[src/rtl/fp_add_arbiter.sv]
// Round-robin front end sharing one fixed-latency pipelined float32 adder among
// NUM_REQ requesters, with a tag pipeline routing each result to a response slot.
module fp_add_arbiter #(
   parameter int NUM_REQ = 4,
   parameter int LATENCY = 7,
   parameter int TAG_W   = 3
) (
   input  logic                     clk,
   input  logic                     rst_n,
   input  logic [NUM_REQ-1:0]       req_valid,
   input  logic [NUM_REQ-1:0][31:0] req_a,
   input  logic [NUM_REQ-1:0][31:0] req_b,
   output logic [NUM_REQ-1:0]       req_ready,
   output logic [NUM_REQ-1:0]       resp_valid,
   output logic [NUM_REQ-1:0][31:0] resp_z,
   input  logic [NUM_REQ-1:0]       resp_ready,
   output logic [31:0]              adder_a,
   output logic [31:0]              adder_b,
   input  logic [31:0]              adder_z,
   output logic                     idle
);

   logic [NUM_REQ-1:0]           w_busy;
   logic [NUM_REQ-1:0]           w_elig;
   logic [NUM_REQ-1:0]           w_hi;
   logic [NUM_REQ-1:0]           w_grant;
   logic [NUM_REQ-1:0]           w_wb;
   logic [TAG_W-1:0]             w_win;
   logic                         w_hs;
   logic [31:0]                  w_op_a;
   logic [31:0]                  w_op_b;

   logic [TAG_W-1:0]             r_ptr;
   logic [31:0]                  r_adder_a;
   logic [31:0]                  r_adder_b;
   logic [LATENCY:0]             r_vld_pipe;
   logic [LATENCY:0][TAG_W-1:0]  r_tag_pipe;
   logic [NUM_REQ-1:0]           r_inflight;
   logic [NUM_REQ-1:0]           r_resp_valid;
   logic [NUM_REQ-1:0][31:0]     r_resp_z;

   assign w_busy = r_inflight | r_resp_valid;
   assign w_elig = req_valid & ~w_busy;

   // Lowest eligible index above the pointer wins; otherwise wrap to the lowest overall.
   always_comb begin
      w_hi    = '0;
      w_grant = '0;
      w_win   = '0;
      w_hs    = |w_elig;
      w_op_a  = '0;
      w_op_b  = '0;
      for (int j = 0; j < NUM_REQ; j++)
         w_hi[j] = w_elig[j] && (j > int'(r_ptr));
      for (int j = NUM_REQ-1; j >= 0; j--)
         if (w_elig[j]) w_win = TAG_W'(j);
      for (int j = NUM_REQ-1; j >= 0; j--)
         if (w_hi[j]) w_win = TAG_W'(j);
      for (int j = 0; j < NUM_REQ; j++) begin
         w_grant[j] = w_hs && (TAG_W'(j) == w_win);
         w_op_a     = w_op_a | (req_a[j] & {32{w_grant[j]}});
         w_op_b     = w_op_b | (req_b[j] & {32{w_grant[j]}});
      end
   end

   always_ff @(posedge clk) begin
      if (!rst_n) begin
         r_ptr      <= TAG_W'(NUM_REQ-1);
         r_adder_a  <= '0;
         r_adder_b  <= '0;
         r_vld_pipe <= '0;
         r_tag_pipe <= '0;
      end else begin
         if (w_hs) begin
            r_ptr     <= w_win;
            r_adder_a <= w_op_a;
            r_adder_b <= w_op_b;
         end
         // Stage LATENCY lines up with adder_z for the operands launched from stage 0.
         r_vld_pipe <= {r_vld_pipe[LATENCY-1:0], w_hs};
         r_tag_pipe <= {r_tag_pipe[LATENCY-1:0], w_win};
      end
   end

   genvar g;
   generate
      for (g = 0; g < NUM_REQ; g++) begin : g_slot
         assign w_wb[g] = r_vld_pipe[LATENCY] && (r_tag_pipe[LATENCY] == TAG_W'(g));

         always_ff @(posedge clk) begin
            if (!rst_n) begin
               r_inflight[g]   <= 1'b0;
               r_resp_valid[g] <= 1'b0;
               r_resp_z[g]     <= '0;
            end else begin
               if (w_wb[g])         r_inflight[g] <= 1'b0;
               else if (w_grant[g]) r_inflight[g] <= 1'b1;
               // Busy blocks re-issue, so a writeback never meets a drain on the same slot.
               if (w_wb[g]) begin
                  r_resp_valid[g] <= 1'b1;
                  r_resp_z[g]     <= adder_z;
               end else if (resp_ready[g]) begin
                  r_resp_valid[g] <= 1'b0;
               end
            end
         end
      end
   endgenerate

   assign req_ready  = w_grant;
   assign resp_valid = r_resp_valid;
   assign resp_z     = r_resp_z;
   assign adder_a    = r_adder_a;
   assign adder_b    = r_adder_b;
   assign idle       = ~|w_busy;

endmodule
[config.mk]
export PLATFORM = sky130hd
export DESIGN_NAME = fp_add_arbiter
export DESIGN_NICKNAME = d
export VERILOG_FILES = /design/src/rtl/fp_add_arbiter.sv
export SDC_FILE = /design/constraint.sdc
export NUM_CORES = 1
export LEC_CHECK = 0
export ABC_AREA = 1
export BUFFER_PORTS_ARGS = -buffer_cell sky130_fd_sc_hd__buf_2
export CORE_AREA = 2 2 194 196
export DETAILED_ROUTE_END_ITERATION = 12
export DIE_AREA = 0 0 196 198
export PLACE_DENSITY_LB_ADDON = 0.1
export REMOVE_ABC_BUFFERS = 1
export SLEW_MARGIN = 40
export SYNTH_ARGS = -nofsm -noshare
export SYNTH_HDL_FRONTEND = slang
export SYNTH_SLANG_ARGS = --single-unit
[constraint.sdc]
create_clock -name clk -period 2.9 [get_ports clk]
set_input_delay 0.58 -clock clk [delete_from_list [all_inputs] [get_ports clk]]
set_output_delay 0.58 -clock clk [all_outputs]
set_load 0.02 [all_outputs]
==> flow_summary_export.csv <==
group,metric,value,unit
synthesis,synth_cells,1444,
clock_network,cts_hold_buf,0,
worst_setup_path,crit_buf_inv,3,
synthesis,ys_ff_latch,226,
finish,area.sequential,4524,µm²
synthesis,synthFlopType,"dfxtp_1",
clock_network,cts_resized,0,
synthesis,synth_top_area_share,45.15,%
detailed_routing,wl_per_cell,18.41,µm
synthesis,yosysTopAreaCell,"dfxtp_1",
worst_setup_path,endpoint_kind,"output port",
synthesis,synth-edff-count,0,
finish,multi_input_area,4813,µm²
die,fp.dieW,196,µm
timing,skew,0.01167,ns
synthesis,synthTopCellsByArea,"dfxtp_1 45%, nor2_1 15%, nand3_1 9.7%",
finish,nFillCells,4063,
place,hpwl,28.85,mm
timing,relSlewSlack,42.46,%
synthesis,synthTopCellsByCount,"404 x nor2_1, 226 x dfxtp_1, 195 x nand3_1, 193 x o21ai_0, 128 x nand4_1",
synthesis,yosys.cell_count.top_type,"nor2_1",
clock_network,cts_buffer_depth,3,
finish,fin_nets,2159,
timing,worstMarginPinSlew,0.8632,ns
clock_network,post_cts_buffers,0,
grt,antenna_found_initial,23,
grt,grt_max_degree,130,
worst_setup_path,slowest_stage,"dfxtp_1",
synthesis,ys_types,23,
synthesis,ys_seq_area_share,45.15,%
finish,stdcell_area,13810,µm²
timing,min_period,2.698,ns
timing,rsz0062_at_grt,"false",
power,power.density,866.5,nW/µm²
detailed_routing,drt_iter0_drc,595,
die,initial_core_util,27.11,%
clock_network,cts_max_level,1,
synthesis,yosysWarnings,0,
worst_setup_path,cp_max_fo,17,
hold_path,hold_path.class,"input port to flop",
timing,finalHoldViolCount,0,
grt,overflow,0,
grt,grt_pass1_wl,65.74,mm
place,dpl_cell_area,12840,µm²
synthesis,synthArstFlopShare,0,%
worst_setup_path,slowest_delay,0.33,ns
synthesis,syn-mean-instance-area,6.939,µm²
detailed_routing,drc,0,
worst_setup_path,start_kind,"flop",
clock_network,clkTransAtPathRegs,0.06,ns
detailed_routing,ant_nets,0,
worst_setup_path,crit_top_cell,"nor2_1",
detailed_routing,met3_length,3.591,mm
worst_setup_path,required,2.32,ns
synthesis,synth_area,10020,µm²
worst_setup_path,crit_arrival,2.12,ns
die,core,36960,µm²
grt,grt_util_all_layers,21.37,%
timing,slew_viol_final,0,
worst_setup_path,critPathKind,"flop to output port",
worst_setup_path,worstPathCellList,"nor2_1 > nand3_1 > nand2_1 > inv_1 > a21oi_4 > inv_2 > nor2_1 > buf_2",
detailed_routing,wl_met1,17.77,mm
grt,grt_pass1_vias,11230,
place,port_buffers,498,
clock_network,insertion_delay,0.53,ns
clock_network,numCtsBuffers,27,
detailed_routing,dr_wl_met2,20.76,mm
detailed_routing,drtPass1Iterations,5,
power,leakage,7.273,nW
status,status,"completed",
clock_network,cts-root-buf,"clkbuf_16",
timing,fin_crit_sh,93.04,%
finish,area_growth_syn_to_layout,37.79,%
die,rows,71,
flow_run,drv_cap,0,
detailed_routing,vias,11620,
finish,drive_above_1_share,30.90,%
power,ir_drop,0.0005507,V
clock_network,numClockSinks,226,
worst_setup_path,cpLargestDelayFamily,"simple AND/OR/NAND/NOR gates",
detailed_routing,detail_route.vias_per_cell,4.909,
place,place.gp.congestion,0.8117,
detailed_routing,top_layer_used,"met5",
finish,fin_util,37.36,%
die,ioPinCount,499,
detailed_routing,drt-total-wl,43.57,mm
timing,max_freq,370.6,MHz
timing,finalSetupViolCount,0,
timing,finalSetupTns,0,ns
clock_network,cts_tree,"built",
die,dieArea,38810,µm²
die,die_h,198,µm
==> report_power, final <==
group          total [mW]  switching (mW)  internal, mW
logic                4.66            3.23          1.42
clock network        3.57            1.35          2.21
registers            3.74           0.203          3.53
total                12.0            4.79          7.17
==> per-stage QoR <==
step | hold slack, ns | std cells | setup WS, ns | power [mW]
after floorplan | 0.3900 | 1312 | -4.331 | 6.629
after global placement | 0.3915 | 2306 | 0.5694 | 8.485
after detailed placement | 0.3981 | 2306 | 0.5499 | 8.491
after CTS | 0.2787 | 2354 | 0.1204 | 12.12
after global routing | 0.3062 | 2366 | 0.02471 | 12.73
final | 0.3015 | 2367 | 0.2019 | 11.96
==> cells by family after synthesis <==
group | synth area share (%)
buf+inv | 7.368
compound gates | 10.20
simple gates | 37.28
flops | 45.15
==> cell usage in the layout (no fill, tap or decap) <==
cell       Yosys  final
inv_1         39     37
o21a_1         1      1
nand3_2        1      2
clkinv_4       0      1
buf_2         32    497
diode_2        0     13
nand2_2        0      2
a21oi_4        0      2
a21oi_1        4      3
inv_2          4      5
nand4_1      128    128
clkbuf_8       0      6
o211ai_1       1      1
nor2_2         0      4
dfxtp_1      226    226
clkbuf_1      80      7
buf_4         10     16
a211oi_1       1      1
clkinv_2       0      4
nand2_1      108    105
nand3_1      195    194
clkbuf_16      0     27
buf_12         0      7
clkinv_1       1      1
bufinv_16      0      4
o21ai_0      193    193
nor2_1       404    400
nor3_2         1      3
nor4_1         1      1
o21ai_1        1      1
nand2_4        0      1
==> worst paths after layout <==
check,from,endpoint,slack (ns),depth (start not counted)
setup / recovery,resp_valid[3],req_ready[2],0.20,8
hold / removal,resp_ready[0],resp_valid[0],0.30,4
setup reg to reg,resp_valid[3],adder_b[0],0.82,10
hold reg to reg,r_tag_pipe[15],r_tag_pipe[18],0.41,2
==> tightest hold or removal path: stages <==
cell and delay, ns:
buf_2 0.08, inv_1 0.03, nand2_1 0.04, a21oi_1 0.05
==> layer usage <==
metal | up-vias | track usage, %
met5 | - | 0
met4 | 20 | 8.109
met3 | 88 | 6.558
met2 | 406 | 36.02
met1 | 5394 | 25.54
li1 | 5711 | -
==> state kept, by name, summed over array words and instances, names as in the netlist <==
| register | count |
|---|---|
| r_inflight | 4 |
| r_vld_pipe | 8 |
| adder_b | 32 |
| adder_a | 32 |
| resp_valid | 4 |
| r_tag_pipe | 16 |
| resp_z | 128 |
| r_ptr | 2 |
==> layout make-up <==
class | count | share of cell area [%]
antenna | 13 | 0.2356
clock inverter | 8 | 1.042
clock buffer | 40 | 5.682
multi-input combinational | 1042 | 34.87
inverter | 44 | 1.205
tap | 474 | 4.296
timing repair buffer | 520 | 19.90
sequential | 226 | 32.77
(Power assumes the default switching activity.)
